`src/rtl/l1_mem_arbiter.sv`:
```
// Shared 128-bit memory port arbiter: serializes I-cache refills and D-cache
// refills/write-backs, one outstanding transaction, response steered to owner.
package cache_pkg;

  typedef struct packed {
    logic [31:0] addr;
  } mem_r_req_bus_t;

  typedef struct packed {
    logic [127:0] rdata;
    logic [1:0]   rresp;
  } mem_r_resp_bus_t;

  typedef struct packed {
    logic [31:0]  addr;
    logic [127:0] wdata;
    logic [15:0]  wmask;
  } mem_w_req_bus_t;

  typedef struct packed {
    logic [1:0] bresp;
  } mem_w_resp_bus_t;

endpackage

module l1_mem_arbiter
  import cache_pkg::*;
#(
  parameter bit RR_EN    = 1'b1,
  parameter bit WB_FIRST = 1'b1
) (
  input  logic            clk,
  input  logic            rst,
  input  logic            ic_rreq,
  input  mem_r_req_bus_t  ic_raddr,
  output logic            ic_rvalid,
  output logic [127:0]    ic_rdata,
  input  logic            dc_rreq,
  input  mem_r_req_bus_t  dc_raddr,
  output logic            dc_rvalid,
  output logic [127:0]    dc_rdata,
  input  logic            dc_wreq,
  input  mem_w_req_bus_t  dc_wbus,
  output logic            dc_wack,
  output logic            mem_ar_valid,
  input  logic            mem_ar_ready,
  output mem_r_req_bus_t  mem_ar,
  input  logic            mem_r_valid,
  input  mem_r_resp_bus_t mem_r,
  output logic            mem_aw_valid,
  input  logic            mem_aw_ready,
  output mem_w_req_bus_t  mem_aw,
  input  logic            mem_b_valid
);

  typedef enum logic [2:0] {
    IDLE,
    RD_ADDR,
    RD_DATA,
    WR_ADDR,
    WR_RESP,
    RESP
  } state_t;

  typedef enum logic [1:0] {
    OWN_I,
    OWN_DR,
    OWN_DW
  } owner_t;

  state_t      state;
  owner_t      owner;
  logic        last_grant_d;  // 1 when the most recent read-arbitration grant went to D

  logic        d_read_req;
  logic        pick_d;
  logic        rd_arb;
  logic        grant_valid;
  owner_t      grant;
  logic [31:0] grant_raddr;

  // With WB_FIRST=0 a write-back competes in the read arbitration as a D request.
  always_comb begin
    d_read_req  = WB_FIRST ? dc_rreq : (dc_rreq | dc_wreq);
    pick_d      = 1'b0;
    rd_arb      = 1'b0;
    grant_valid = 1'b0;
    grant       = OWN_I;
    if (WB_FIRST && dc_wreq) begin
      grant_valid = 1'b1;
      grant       = OWN_DW;
    end else if (d_read_req || ic_rreq) begin
      grant_valid = 1'b1;
      rd_arb      = 1'b1;
      if (d_read_req && ic_rreq) begin
        pick_d = RR_EN ? ~last_grant_d : 1'b1;
      end else begin
        pick_d = d_read_req;
      end
      if (!pick_d) begin
        grant = OWN_I;
      end else if (dc_wreq) begin
        grant = OWN_DW;
      end else begin
        grant = OWN_DR;
      end
    end
  end

  assign grant_raddr = (grant == OWN_I) ? ic_raddr.addr : dc_raddr.addr;

  logic unused;
  assign unused = ^{grant_raddr[3:0], dc_wbus.addr[3:0], mem_r.rresp};

  always_ff @(posedge clk or posedge rst) begin
    if (rst) begin
      state        <= IDLE;
      owner        <= OWN_I;
      last_grant_d <= 1'b0;
      mem_ar_valid <= 1'b0;
      mem_ar       <= '0;
      mem_aw_valid <= 1'b0;
      mem_aw       <= '0;
      ic_rvalid    <= 1'b0;
      dc_rvalid    <= 1'b0;
      dc_wack      <= 1'b0;
      ic_rdata     <= '0;
      dc_rdata     <= '0;
    end else begin
      ic_rvalid <= 1'b0;
      dc_rvalid <= 1'b0;
      dc_wack   <= 1'b0;
      case (state)
        IDLE: begin
          if (grant_valid) begin
            owner <= grant;
            if (rd_arb) begin
              last_grant_d <= pick_d;
            end
            if (grant == OWN_DW) begin
              mem_aw.addr  <= {dc_wbus.addr[31:4], 4'h0};
              mem_aw.wdata <= dc_wbus.wdata;
              mem_aw.wmask <= dc_wbus.wmask;
              mem_aw_valid <= 1'b1;
              state        <= WR_ADDR;
            end else begin
              mem_ar.addr  <= {grant_raddr[31:4], 4'h0};
              mem_ar_valid <= 1'b1;
              state        <= RD_ADDR;
            end
          end
        end
        RD_ADDR: begin
          if (mem_ar_ready) begin
            mem_ar_valid <= 1'b0;
            state        <= RD_DATA;
          end
        end
        RD_DATA: begin
          if (mem_r_valid) begin
            if (owner == OWN_I) begin
              ic_rdata  <= mem_r.rdata;
              ic_rvalid <= 1'b1;
            end else begin
              dc_rdata  <= mem_r.rdata;
              dc_rvalid <= 1'b1;
            end
            state <= RESP;
          end
        end
        WR_ADDR: begin
          if (mem_aw_ready) begin
            mem_aw_valid <= 1'b0;
            state        <= WR_RESP;
          end
        end
        WR_RESP: begin
          if (mem_b_valid) begin
            dc_wack <= 1'b1;
            state   <= RESP;
          end
        end
        RESP: begin
          state <= IDLE;
        end
        default: begin
          state <= IDLE;
        end
      endcase
    end
  end

endmodule

```
`config.mk`:
```
export PLATFORM = sky130hd
export DESIGN_NAME = l1_mem_arbiter
export DESIGN_NICKNAME = d
export VERILOG_FILES = /design/src/rtl/l1_mem_arbiter.sv
export SDC_FILE = /design/constraint.sdc
export NUM_CORES = 1
export LEC_CHECK = 0
export ABC_CLOCK_PERIOD_IN_PS = 17200
export CAP_MARGIN = 20
export CORE_AREA = 2 2 329 331
export DETAILED_ROUTE_END_ITERATION = 8
export DIE_AREA = 0 0 331 333
export HOLD_SLACK_MARGIN = 0.12
export PLACE_DENSITY = 0.5
export REMOVE_ABC_BUFFERS = 1
export SKIP_CTS_REPAIR_TIMING = 1
export SYNTH_ARGS = -nofsm -noshare
export SYNTH_HDL_FRONTEND = slang
export SYNTH_SLANG_ARGS = --single-unit
```
`constraint.sdc`:
```
create_clock -name clk -period 17.2 [get_ports clk]
set_clock_uncertainty 0.15 [all_clocks]
set_input_delay 1.72 -clock clk [delete_from_list [all_inputs] [get_ports clk]]
set_output_delay 1.72 -clock clk [all_outputs]
set_load 0.01 [all_outputs]
```
==> results of run 1 <==
## state kept, by name, indices dropped and copies added (netlist names)
signal	cells
dc_rvalid	1
owner	2
dc_wack	1
state	3
dc_rdata	128
mem_aw_valid	1
last_grant_d	1
ic_rvalid	1
mem_ar_valid	1
mem_aw	172
mem_ar	28
ic_rdata	128
## kinds of logic (layout without fill, tap and decap cells)
family / count (synthesis) / in the layout / share of synthesized area (%)
flip-flops: 467 / 467 / 65.11
multiplexers: 458 / 458 / 29.80
buffers and inverters: 72 / 942 / 2.273
AND/OR/NAND/NOR: 59 / 59 / 1.513
AO/OA/AOI/OAI: 43 / 43 / 1.283
other: 1 / 11 / 0.02089
## critical path: stages
cell             delay (ps)
clkdlybuf4s50_1         490
inv_8                   540
buf_4                   780
buf_4                   820
buf_4                   720
## layer usage
metal	share of wire [%]	routed length, um	global-route usage [%]	up-vias
li1	-	-	-	5546
met5	0.039	24	0	-
met3	8.4	5194	3.829	84
met1	37	22680	11.51	6169
met2	52	32270	19.44	436
met4	2.9	1779	4.025	4
## placed cells by master, fill, tap and decap left out, types with 2 or more instances in the layout
cell,netlist,layout
clkdlybuf4s50_1,0,825
dfrtp_1,467,467
mux2_2,370,370
mux2_4,60,60
clkbuf_16,0,55
nor2_1,37,36
a21oi_1,33,32
mux2i_1,28,28
clkbuf_1,8,15
buf_4,9,13
clkbuf_8,0,10
conb_1,1,8
clkinv_2,0,8
o21ai_0,6,6
nand2_1,5,5
bufinv_16,0,5
nand2b_1,4,4
diode_2,0,3
inv_6,0,3
nor3_1,3,2
inv_1,3,2
clkinvlp_4,0,2
## how the worst max path moves through the flow
| stage | end | depth (start not counted) |
|---|---|---|
| global placement | dc_rdata[19] | 5 |
| finish | ic_rdata[24] | 5 |
| floorplan | mem_aw[0] | 3 |
| CTS | dc_rdata[58] | 5 |
| global route | ic_rdata[58] | 5 |
| detailed placement | dc_rdata[30] | 5 |
## power groups by stage
| stage | clock [mW] | sequential, mW | combinational (mW) |
|---|---|---|---|
| after floorplan | 0 | 2.19 | 0.870 |
| after global placement | 0 | 1.96 | 2.48 |
| after detailed placement | 0 | 1.99 | 2.50 |
| after CTS | 1.24 | 1.98 | 2.51 |
| after global routing | 1.28 | 2.04 | 2.61 |
| final | 1.19 | 1.97 | 2.46 |
## layout make-up
class	instances	area, um^2
clock buffer	80	1570
tap	1403	1755
multi-input combinational	568	5916
antenna	3	7.507
sequential	467	11690
timing repair buffer	839	8376
fill	10905	77030
clock inverter	19	240.2
inverter	4	22.52
==> key figures, run 1 <==
Floorplan
  – Die Height: 333 um
  – Row count: 120
  – Core Box Area: 106600 um^2
  – Initial Utilization: 16.84%
  – Die width: 331 um
  – DIE AREA: 110200 um^2
  – Top Ports: 848

Global route
  – Largest net degree at the start of global routing: 172
  – Initial antenna violation count: 6
  – Global-route wire length before repair: 89490 um
  – GRT Total Usage: 10.82%
  – Grt ovf: 0
  – Vias in the first global route: 13602

Timing
  – Fin Setup TNS: 0 ps
  – Tcrit/Tclk final: 27.88%
  – WHS: 351.6 ps
  – Max Fclk: 0.2085 GHz
  – Final min period: 4796 ps
  – Normalized max-slew margin: 24.83%
  – Final Hold Fails: 0
  – Setup WS post-layout: 12400 ps
  – Worst Tran Pin Value: 1128 ps
  – RSZ-0062 raised after global routing: false
  – Final setup violation count: 0
  – Max Slew Vio Count: 0

Drt
  – Initial DRC count: 344
  – WL per Instance: 18.31 um
  – Final wirelength: 61950 um
  – Post-DR vias/cell: 3.618
  – Remaining antenna violation count: 0
  – Pre-Repair DR Iteration Count: 4
  – Vias: 12239
  – DRC Markers: 0

Setup path
  – CP Launch Type: input port
  – Worst Path Required: 17720 ps
  – Reg-to-Reg Start: state[2]
  – Worst setup EP type: async pin
  – Reg2Reg Depth: 6
  – Worst setup path class: input port to async pin
  – CP Max Fanout: 116
  – Reg-to-reg endpoint: dc_rdata[56]
  – R2r setup slk: 14220 ps
  – CP Data Arrival Time: 5310 ps
  – Crit. Startpoint: rst

Synth
  – Synth Area per Inst: 16.32 um^2
  – Cell taking the most area after synthesis: dfrtp_1
  – FFs w/ async S/R, synth: 100.0%
  – Post-synthesis cell type count: 31
  – Post-synth top area share: 65.11%
  – Synth Instances: 1100
  – Number of flops mapped to enable cells by yosys: 0
  – Synth area leaders: dfrtp_1 (65%), mux2_2 (23%), mux2_4 (5.0%)
  – Synth warn: 0
  – Most common library cells after synthesis: dfrtp_1 (467), mux2_2 (370), mux2_4 (60)
  – FF+latch count, synth: 467
  – Most common cell in the synthesized netlist: dfrtp_1
  – Mapped Area: 17950 um^2
  – Top_reg_cell synth: dfrtp_1
  – Seq/Total Area, Yosys: 65.11%

Pwr
  – Seq pwr share: 35.1%
  – Switching share of power: 30.81%
  – Static leakage: 12.13 nW
  – Comb pwr share: 43.8%
  – Pwr/cell area: 189.8 nW/um^2
  – Clock power frac: 21.1%
  – Total internal power: 3.883 mW
  – Total chip power: 5.613 mW
  – Max VDD drop: 0.1056 mV
  – Switching Power: 1.729 mW

Min path
  – WHS Path Cells: 1
  – Worst min-delay path category: register to register
  – Hold wc startpoint: mem_aw[95]
  – WHS Endpoint: mem_aw[95]

Placed design
  – PortBufs: 825
  – Cell Area, Placed: 27760 um^2
  – Hpwl dp: 46670 um
  – Placed insts: 3281
  – Placer Congestion: 0.8449
  – Pre-CTS WS: 11480 ps

Flow run
  – MaxCap Viol Count: 0

Clocking
  – Reg clk slew, reported paths: 60 ps
  – Clock latency on the worst-skew pair: 610 ps
  – Clk buf depth: 3
  – CTS tree: built
  – TritonCTS Buffers: 55
  – CTS sink count: 467
  – Htree depth: 2
  – CTS root buf: clkbuf_16

Final layout
  – Fin cells: 3383
  – Syn-to-layout area delta: 64.78%
  – Share of cells above drive strength 1: 27.06%
  – Final net count: 2314
  – Fin area: 29570 um^2
  – Final core occ: 27.74%

Outcome
  – Outcome: complete, no violations
(Power assumes the default switching activity.)
==> inputs of run 2 (changes only) <==
Settings changed: ABC_CLOCK_PERIOD_IN_PS 17200 to 4350, CORE_AREA 2 2 329 331 to 2 2 327 329, DIE_AREA 0 0 331 333 to 0 0 329 331, PLACE_DENSITY 0.5 to 0.51.
Clock period 17.2 ns to 4.35 ns, I/O delays scaled along.
==> run 2 against run 1 <==
  * Non-clock buffer count is 14 higher
  * Critical endpoint is now ic_rdata[76]
  * Utilization grew 0.77 points
  * Final area up 1.2%
  * Sequential power increased to 3.9 times the previous value
  * Sequential share of layout area down 0.46 points
  * Critical path type is now register to register
  * Hold slack worse by 93 ps
  * Combinational power grew to 4.0 times the previous value
  * Die area fell by 1.2%
  * Clock power grew to 4.1 times the previous value
==> key figures, run 2 (synthesized netlist as in run 1, its figures left out) <==
Outcome
  – Outcome: complete, no violations

Pwr
  – Total chip power: 22.47 mW
  – Clock power frac: 21.9%
  – Comb pwr share: 43.5%
  – Switching share of power: 30.53%
  – Total internal power: 15.61 mW
  – Static leakage: 12.31 nW
  – Max VDD drop: 0.3827 mV
  – Pwr/cell area: 750.9 nW/um^2
  – Switching Power: 6.861 mW
  – Seq pwr share: 34.6%

Final layout
  – Flip-flop count of the largest register after layout: 172
  – Share of cells above drive strength 1: 27.92%
  – Syn-to-layout area delta: 66.73%
  – Final core occ: 28.51%
  – Commonest non-fill, non-tap cell in the layout: clkdlybuf4s50_1
  – Biggest regs: mem_aw x172, dc_rdata x128, ic_rdata x128
  – Fin cells: 3390
  – Most flops, register: mem_aw
  – Commonest cells after routing, fill and taps aside: clkdlybuf4s50_1 (825), dfrtp_1 (467), mux2_2 (370), mux2_4 (60), clkbuf_16 (56)
  – Fin area: 29920 um^2
  – Final net count: 2329

Drt
  – Remaining antenna violation count: 0
  – DRC Markers: 0
  – WL per Instance: 18.04 um
  – Initial DRC count: 262
  – Post-DR vias/cell: 3.655
  – Pre-Repair DR Iteration Count: 4
  – Vias: 12391
  – Final wirelength: 61150 um

Floorplan
  – Row count: 119
  – DIE AREA: 108900 um^2
  – Core Box Area: 105000 um^2
  – Die width: 329 um
  – Die Height: 331 um
  – Initial Utilization: 17.10%
  – Top Ports: 848

Placed design
  – PortBufs: 825
  – Placed insts: 3283
  – Cell Area, Placed: 27960 um^2
  – Hpwl dp: 46250 um
  – Pre-CTS WS: 1186 ps
  – Placer Congestion: 0.7707

Clocking
  – CTS sink count: 467
  – Clk buf depth: 3
  – Reg clk slew, reported paths: 60 ps
  – Clock latency on the worst-skew pair: 610 ps
  – Htree depth: 2
  – CTS tree: built
  – TritonCTS Buffers: 56
  – CTS root buf: clkbuf_16

Global route
  – Largest net degree at the start of global routing: 117
  – Vias in the first global route: 13945
  – Initial antenna violation count: 6
  – Global-route wire length before repair: 87710 um
  – Grt ovf: 0
  – GRT Total Usage: 10.60%

Setup path
  – R2r setup slk: 1720 ps
  – Reg-to-reg endpoint: ic_rdata[76]
  – CP Data Arrival Time: 2970 ps
  – Reg-to-Reg Start: state[2]
  – Reg2Reg Depth: 5
  – Crit. Startpoint: state[2]
  – Worst setup path class: register to register
  – CP Max Fanout: 26
  – Critical Path End: ic_rdata[76]
  – Worst setup EP type: register
  – CP Launch Type: register
  – Worst Path Required: 4690 ps

Flow run
  – MaxCap Viol Count: 0

Timing
  – RSZ-0062 raised after global routing: false
  – Worst Tran Pin Value: 964.4 ps
  – Normalized max-slew margin: 35.70%
  – Max Slew Vio Count: 0
  – Max Fclk: 0.3807 GHz
  – Final setup violation count: 0
  – Final Hold Fails: 0
  – Setup WS post-layout: 1723 ps
  – Tcrit/Tclk final: 60.39%
  – Fin Setup TNS: 0 ps
  – WHS: 258.3 ps
  – Final min period: 2627 ps

Min path
  – Worst min-delay path category: input port to async pin
==> run 2: cell count changes in the layout (fill, tap and decap cells not counted), sizes merged <==
cell    previous run  this run
buf               14        28
clkinv            10        12
diode              3         4
bufinv             5         6
clkbuf            80        83
inv                6         4
==> run 2: layout make-up <==
class / instances / area (um^2)
Tap cell: 1391 / 1740
Antenna cell: 4 / 10.01
Fill cell: 10600 / 75050
Clock inverter: 20 / 292.8
Timing Repair Buffer: 853 / 8593
Inverter: 4 / 22.52
Clock buffer: 83 / 1663
Sequential cell: 467 / 11690
Multi-Input combinational cell: 568 / 5916
==> run 2: power groups by stage <==
stage	clock network (mW)	logic [mW]	registers [mW]
2_1_floorplan	0	3.27	8.67
3_3_place_gp	0	9.88	7.72
3_5_place_dp	0	9.95	7.84
4_1_cts	5.13	9.99	7.80
5_1_grt	5.29	10.4	8.07
6_report	4.91	9.78	7.78
==> run 2: critical path, cell delays in order, from the launching register on <==
cell and delay [ps]:
dfrtp_1 550, nand2b_1 170, nand2b_1 190, or3_4 520, buf_4 510, mux2_2 400
==> run 2: metal layers <==
metal | wire length [um] | part of all wire, % | global-route usage [%] | vias up
met5 | 13 | 0.021 | 0 | -
met1 | 21060 | 34 | 10.56 | 6243
li1 | - | - | - | 5578
met4 | 1908 | 3.1 | 4.268 | 2
met3 | 4992 | 8.2 | 3.625 | 99
met2 | 33170 | 54 | 20.03 | 469
==> run 2: how the worst min path moves through the flow <==
stage / from / cells after the start / end / slack [ps]
final: rst / 2 / mem_aw[119] / 260
after global routing: dc_wbus[3] / 2 / mem_aw[3] / 220
after detailed placement: ic_rdata[27] / 1 / ic_rdata[27] / 340
after CTS: dc_wbus[30] / 2 / mem_aw[30] / 180
after floorplan: owner[0] / 2 / owner[0] / 340
after global placement: mem_aw[156] / 1 / mem_aw[156] / 340
==> patch 1: new RTL, settings of run 2 <==
Make the reset (`rst`) synchronous in one clocked block.
--- a/src/rtl/l1_mem_arbiter.sv
+++ b/src/rtl/l1_mem_arbiter.sv
@@ -112,7 +112,7 @@
   logic unused;
   assign unused = ^{grant_raddr[3:0], dc_wbus.addr[3:0], mem_r.rresp};
 
-  always_ff @(posedge clk or posedge rst) begin
+  always_ff @(posedge clk) begin
     if (rst) begin
       state        <= IDLE;
       owner        <= OWN_I;
Behaviour: differs if rst is asserted again (counterexample within 4 cycles, from zero or initial values and one cycle with rst high); with rst held inactive, the same outputs for 4 cycles.
==> patch 1 against run 2 <==
  * Utilization is 1.7 points lower
  * Sequential cell count stayed put
  * Setup slack better by 84 ps
  * Design area decreased by 6.0%
  * Wire length up 37%
  * Synthesized area shrank 8.3%
  * Global-route usage up 3.9 points
  * Critical path type unchanged
  * First-iteration DRC count grew to 2.6 times the old value
  * Count of clock-buffer cells in the layout did not move
Power is not compared: it rests on default switching activity, and its combinational part moved more than twofold at a synthesized area within 25%.
==> patch 1: results (changes against run 2) <==
worst hold path type: input port to register (was input port to async pin)
R2R setup slack: 1810 ps (was 1720 ps)
global-route wire length before repair: 115 mm (was 87.7 mm)
Clock Latency Late Sink: 630 ps (was 610 ps)
largest net degree at the start of global routing: 104 (was 117)
TritonRoute pass-1 iters: 5 (was 4)
status: finished clean (unchanged)
initial DRC count: 692 (was 262)
ratio of cells with drive above 1 in the final layout: 0.0589 (was 0.279)
Num CTS Buffers: 57 (was 56)
share of the synthesized area in the top cell type: 0.568 (was 0.651)
met3 Usage GRT: 0.0700 (was 0.0363)
share of flip-flops with an asynchronous set or reset: 0 (was 1.00)
number of global-route vias before repair: 15,950 (was 13,945)
Hold WS: 176 ps (was 258 ps)
Placer Congestion: 0.805 (was 0.771)
relative slew slack: 0.408 (was 0.357)
Routed WL: 83.7 mm (was 61.1 mm)
Setup WS pre-CTS: 1330 ps (was 1190 ps)
top cells by count, synth: nand2_1 (891), dfxtp_1 (467), a21oi_1 (452) (was dfrtp_1 (467), mux2_2 (370), mux2_4 (60))
library cells used by synthesis: 34 (was 31)
Main synth FF type: dfxtp_1 (was dfrtp_1)
hpwl dp: 63.5 mm (was 46.3 mm)
setup ws final: 1810 ps (was 1720 ps)
synth top area cells: dfxtp_1 (57%), nand2_1 (20%), a21oi_1 (14%) (was dfrtp_1 (65%), mux2_2 (23%), mux2_4 (5.0%))
Max FO, Critical Path: 16 (was 26)
placed cell area: 0.0262 mm2 (was 0.0280 mm2)
Tot GR Track Use: 0.145 (was 0.106)
met2 GRT Util: 0.238 (was 0.200)
[patch 1: cell families after synthesis]
kind of cell | synth area share
buffers and inverters | 0.0517
AND/OR/NAND/NOR | 0.212
other | 0.000228
multiplexers | 0.00122
AO/OA/AOI/OAI | 0.167
flip-flops | 0.568
[patch 1: worst max-delay path, cell delays in order (launching register included)]
cell      delay, ps
dfxtp_1         440
and4bb_2        460
nor2b_4         710
buf_4           450
nand2_1         100
a21oi_1         130
[patch 1: path summary, 6_finish.rpt]
kind                                endpoint  startpoint  cells past startpoint
worst min register to register     mem_ar[5]   mem_ar[5]                      2
worst max register to register  dc_rdata[79]    state[0]                      5
worst min-delay path              mem_ar[17]         rst                      2
worst max-delay path            dc_rdata[79]    state[0]                      5
[patch 1: metal layers]
| layer | vias up | part of all wire |
|---|---|---|
| met3 | 197 | 0.11 |
| met2 | 629 | 0.47 |
| met1 | 7610 | 0.38 |
| met4 | 66 | 0.036 |
| met5 | - | 0.0047 |
| li1 | 8211 | - |
[patch 1: power breakdown]
| group | total [mW] | switching (mW) | internal [mW] |
|---|---|---|---|
| Combinational | 3.47 | 1.90 | 1.57 |
| Sequential | 5.05 | 0.276 | 4.77 |
| Clock | 5.00 | 2.03 | 2.97 |
[patch 1: cell type report]
type | count | area [um2]
clock buffer | 83 | 1680
tap | 1391 | 1740
timing repair buffer | 866 | 8730
multi-input combinational | 1426 | 6330
clock inverter | 25 | 279
fill | 11488 | 76800
sequential | 467 | 9350
antenna | 6 | 15.0
[patch 1: through the flow]
step | TNS [ps] | cells
detailed placement | 0 | 4150
global route | 0 | 4262
floorplan | -132280 | 1893
CTS | 0 | 4258
global placement | 0 | 4150
finish | 0 | 4264
==> patch 2: new RTL, flow settings as in run 2 <==
Made on the original files. Set the parameter `RR_EN` to 1'b0 (it was 1'b1).
--- a/src/rtl/l1_mem_arbiter.sv
+++ b/src/rtl/l1_mem_arbiter.sv
@@ -26,7 +26,7 @@
 module l1_mem_arbiter
   import cache_pkg::*;
 #(
-  parameter bit RR_EN    = 1'b1,
+  parameter bit RR_EN    = 1'b0,
   parameter bit WB_FIRST = 1'b1
 ) (
   input  logic            clk,
Function: same outputs for any inputs over 4 cycles, from zero or initial values and one cycle with rst high; that may be too few to reach the edited logic, so the function may still have changed.
==> patch 2 against run 2 <==
  * Power decreased by 1.2%
  * Clock power decreased by 6.9%
  * Fmax increased by 3.2%
  * Hold slack got worse by 1.4 ps
  * Setup slack improved by 80 ps
  * First-iteration DRC count increased by 25%
  * Synthesized area increased by 0.68%
  * Sequential cell count decreased by 1
  * Count of clock-buffer cells in the layout decreased by 1
  * Sequential share of layout area increased by 0.13 points
  * Die area unchanged
  * Non-clock buffer count increased by 1
  * Design area decreased by 0.56%
  * Wire length increased by 2.4%
==> patch 2: results (changes against run 2) <==
Worst Path Arrival: 2890 ps (was 2970 ps)
fin nets: 2,319 (was 2,329)
Tightest Pin Transition: 828 ps (was 964 ps)
Synth Warn #: 0 (unchanged)
Inst Count DP: 3,274 (was 3,283)
Placer Congestion: 0.794 (was 0.771)
Num CTS Buffers: 54 (was 56)
CTS max path bufs: 3 (unchanged)
initial DRC count: 328 (was 262)
Static Leak: 12.3 nW (about the same)
number of global-route vias before repair: 13,426 (was 13,945)
hpwl dp: 47.9 mm (was 46.3 mm)
register area share after synthesis: 0.645 (was 0.651)
Setup WS pre-CTS: 1320 ps (was 1190 ps)
Max FO, Critical Path: 25 (was 26)
largest net degree at the start of global routing: 96 (was 117)
Critical R2R Launch: state[0] (was state[2])
Gate Count Post-Synth: 1,090 (was 1,100)
initial antenna violation count: 4 (was 6)
final cell count without fillers: 3,376 (was 3,390)
top cells by count, synth: dfrtp_1 (466), mux2_2 (348), mux2_4 (80) (was dfrtp_1 (467), mux2_2 (370), mux2_4 (60))
status: finished clean (unchanged)
slowest stage delay, CP: 620 ps (was 550 ps)
CP max-delay cell: or3_4 (was dfrtp_1)
synth top area cells: dfrtp_1 (65%), mux2_2 (22%), mux2_4 (6.6%) (was dfrtp_1 (65%), mux2_2 (23%), mux2_4 (5.0%))
ratio of cells with drive above 1 in the final layout: 0.278 (was 0.279)
share of the synthesized area in the top cell type: 0.645 (was 0.651)
global-route wire length before repair: 89.4 mm (was 87.7 mm)
routed vias/inst: 3.63 (was 3.66)
Final Hold Fails: 0 (unchanged)
drt wl/cell: 18.5 um (was 18.0 um)
Tot GR Track Use: 0.109 (was 0.106)
[patch 2: area by class of cell]
cell class / count / area [um2]
Sequential cell: 466 / 11700
Inverter: 3 / 18.8
Timing Repair Buffer: 854 / 8600
Clock inverter: 13 / 121
Antenna cell: 6 / 15.0
Fill cell: 10704 / 75200
Multi-Input combinational cell: 561 / 5940
Clock buffer: 82 / 1660
Tap cell: 1391 / 1740
[patch 2: kinds of logic (layout without fill, tap and decap cells)]
family	after synthesis	in the layout	share of synthesized area
other cells	1	14	0.000208
mux	456	456	0.299
flops	466	466	0.645
compound gates	43	43	0.0125
buf+inv	70	952	0.0286
simple gates	54	54	0.0145
[patch 2: final timing paths]
kind | cells after the start | slack, ps | endpoint
min | 2 | 260 | dc_rdata[105]
max reg2reg | 5 | 1800 | ic_rdata[121]
max | 5 | 1800 | ic_rdata[121]
max in group asynchronous | 3 | 2830 | dc_rdata[65]
min in group clk | 2 | 290 | mem_aw[149]
min reg2reg | 1 | 350 | mem_aw[127]
[patch 2: report_power, final]
| group | switching, mW | internal, mW | total (mW) | leakage (nW) |
|---|---|---|---|---|
| clock | 1.84 | 2.73 | 4.57 | 0.884 |
| combinational | 3.71 | 6.11 | 9.82 | 5.83 |
| sequential | 1.27 | 6.55 | 7.82 | 5.60 |
| total | 6.82 | 15.4 | 22.2 | 12.3 |
[patch 2: worst reg2reg max path, delay by kind of cell (launching register included)]
kind                   cells  cell delay [ps]
multiplexers               1              400
AND/OR/NAND/NOR            3              930
flip-flops                 1              490
buffers and inverters      1              450
[patch 2: per-layer routing]
| layer | part of all wire | GRT usage | routed length [um] |
|---|---|---|---|
| met5 | 0 | 0 | 0 |
| met4 | 0.028 | 0.0423 | 1750 |
| met3 | 0.065 | 0.0299 | 4090 |
| met2 | 0.54 | 0.198 | 33500 |
| met1 | 0.37 | 0.121 | 23200 |
[patch 2: through the flow]
| step | cell area, um2 | util | hold WS, ps |
|---|---|---|---|
| 6_report | 29800 | 0.283 | 257 |
| 5_1_grt | 29800 | 0.283 | 248 |
| 4_1_cts | 29700 | 0.283 | 219 |
| 3_5_place_dp | 27900 | 0.266 | 343 |
| 3_3_place_gp | 27900 | 0.266 | 339 |
| 2_1_floorplan | 17600 | - | 330 |
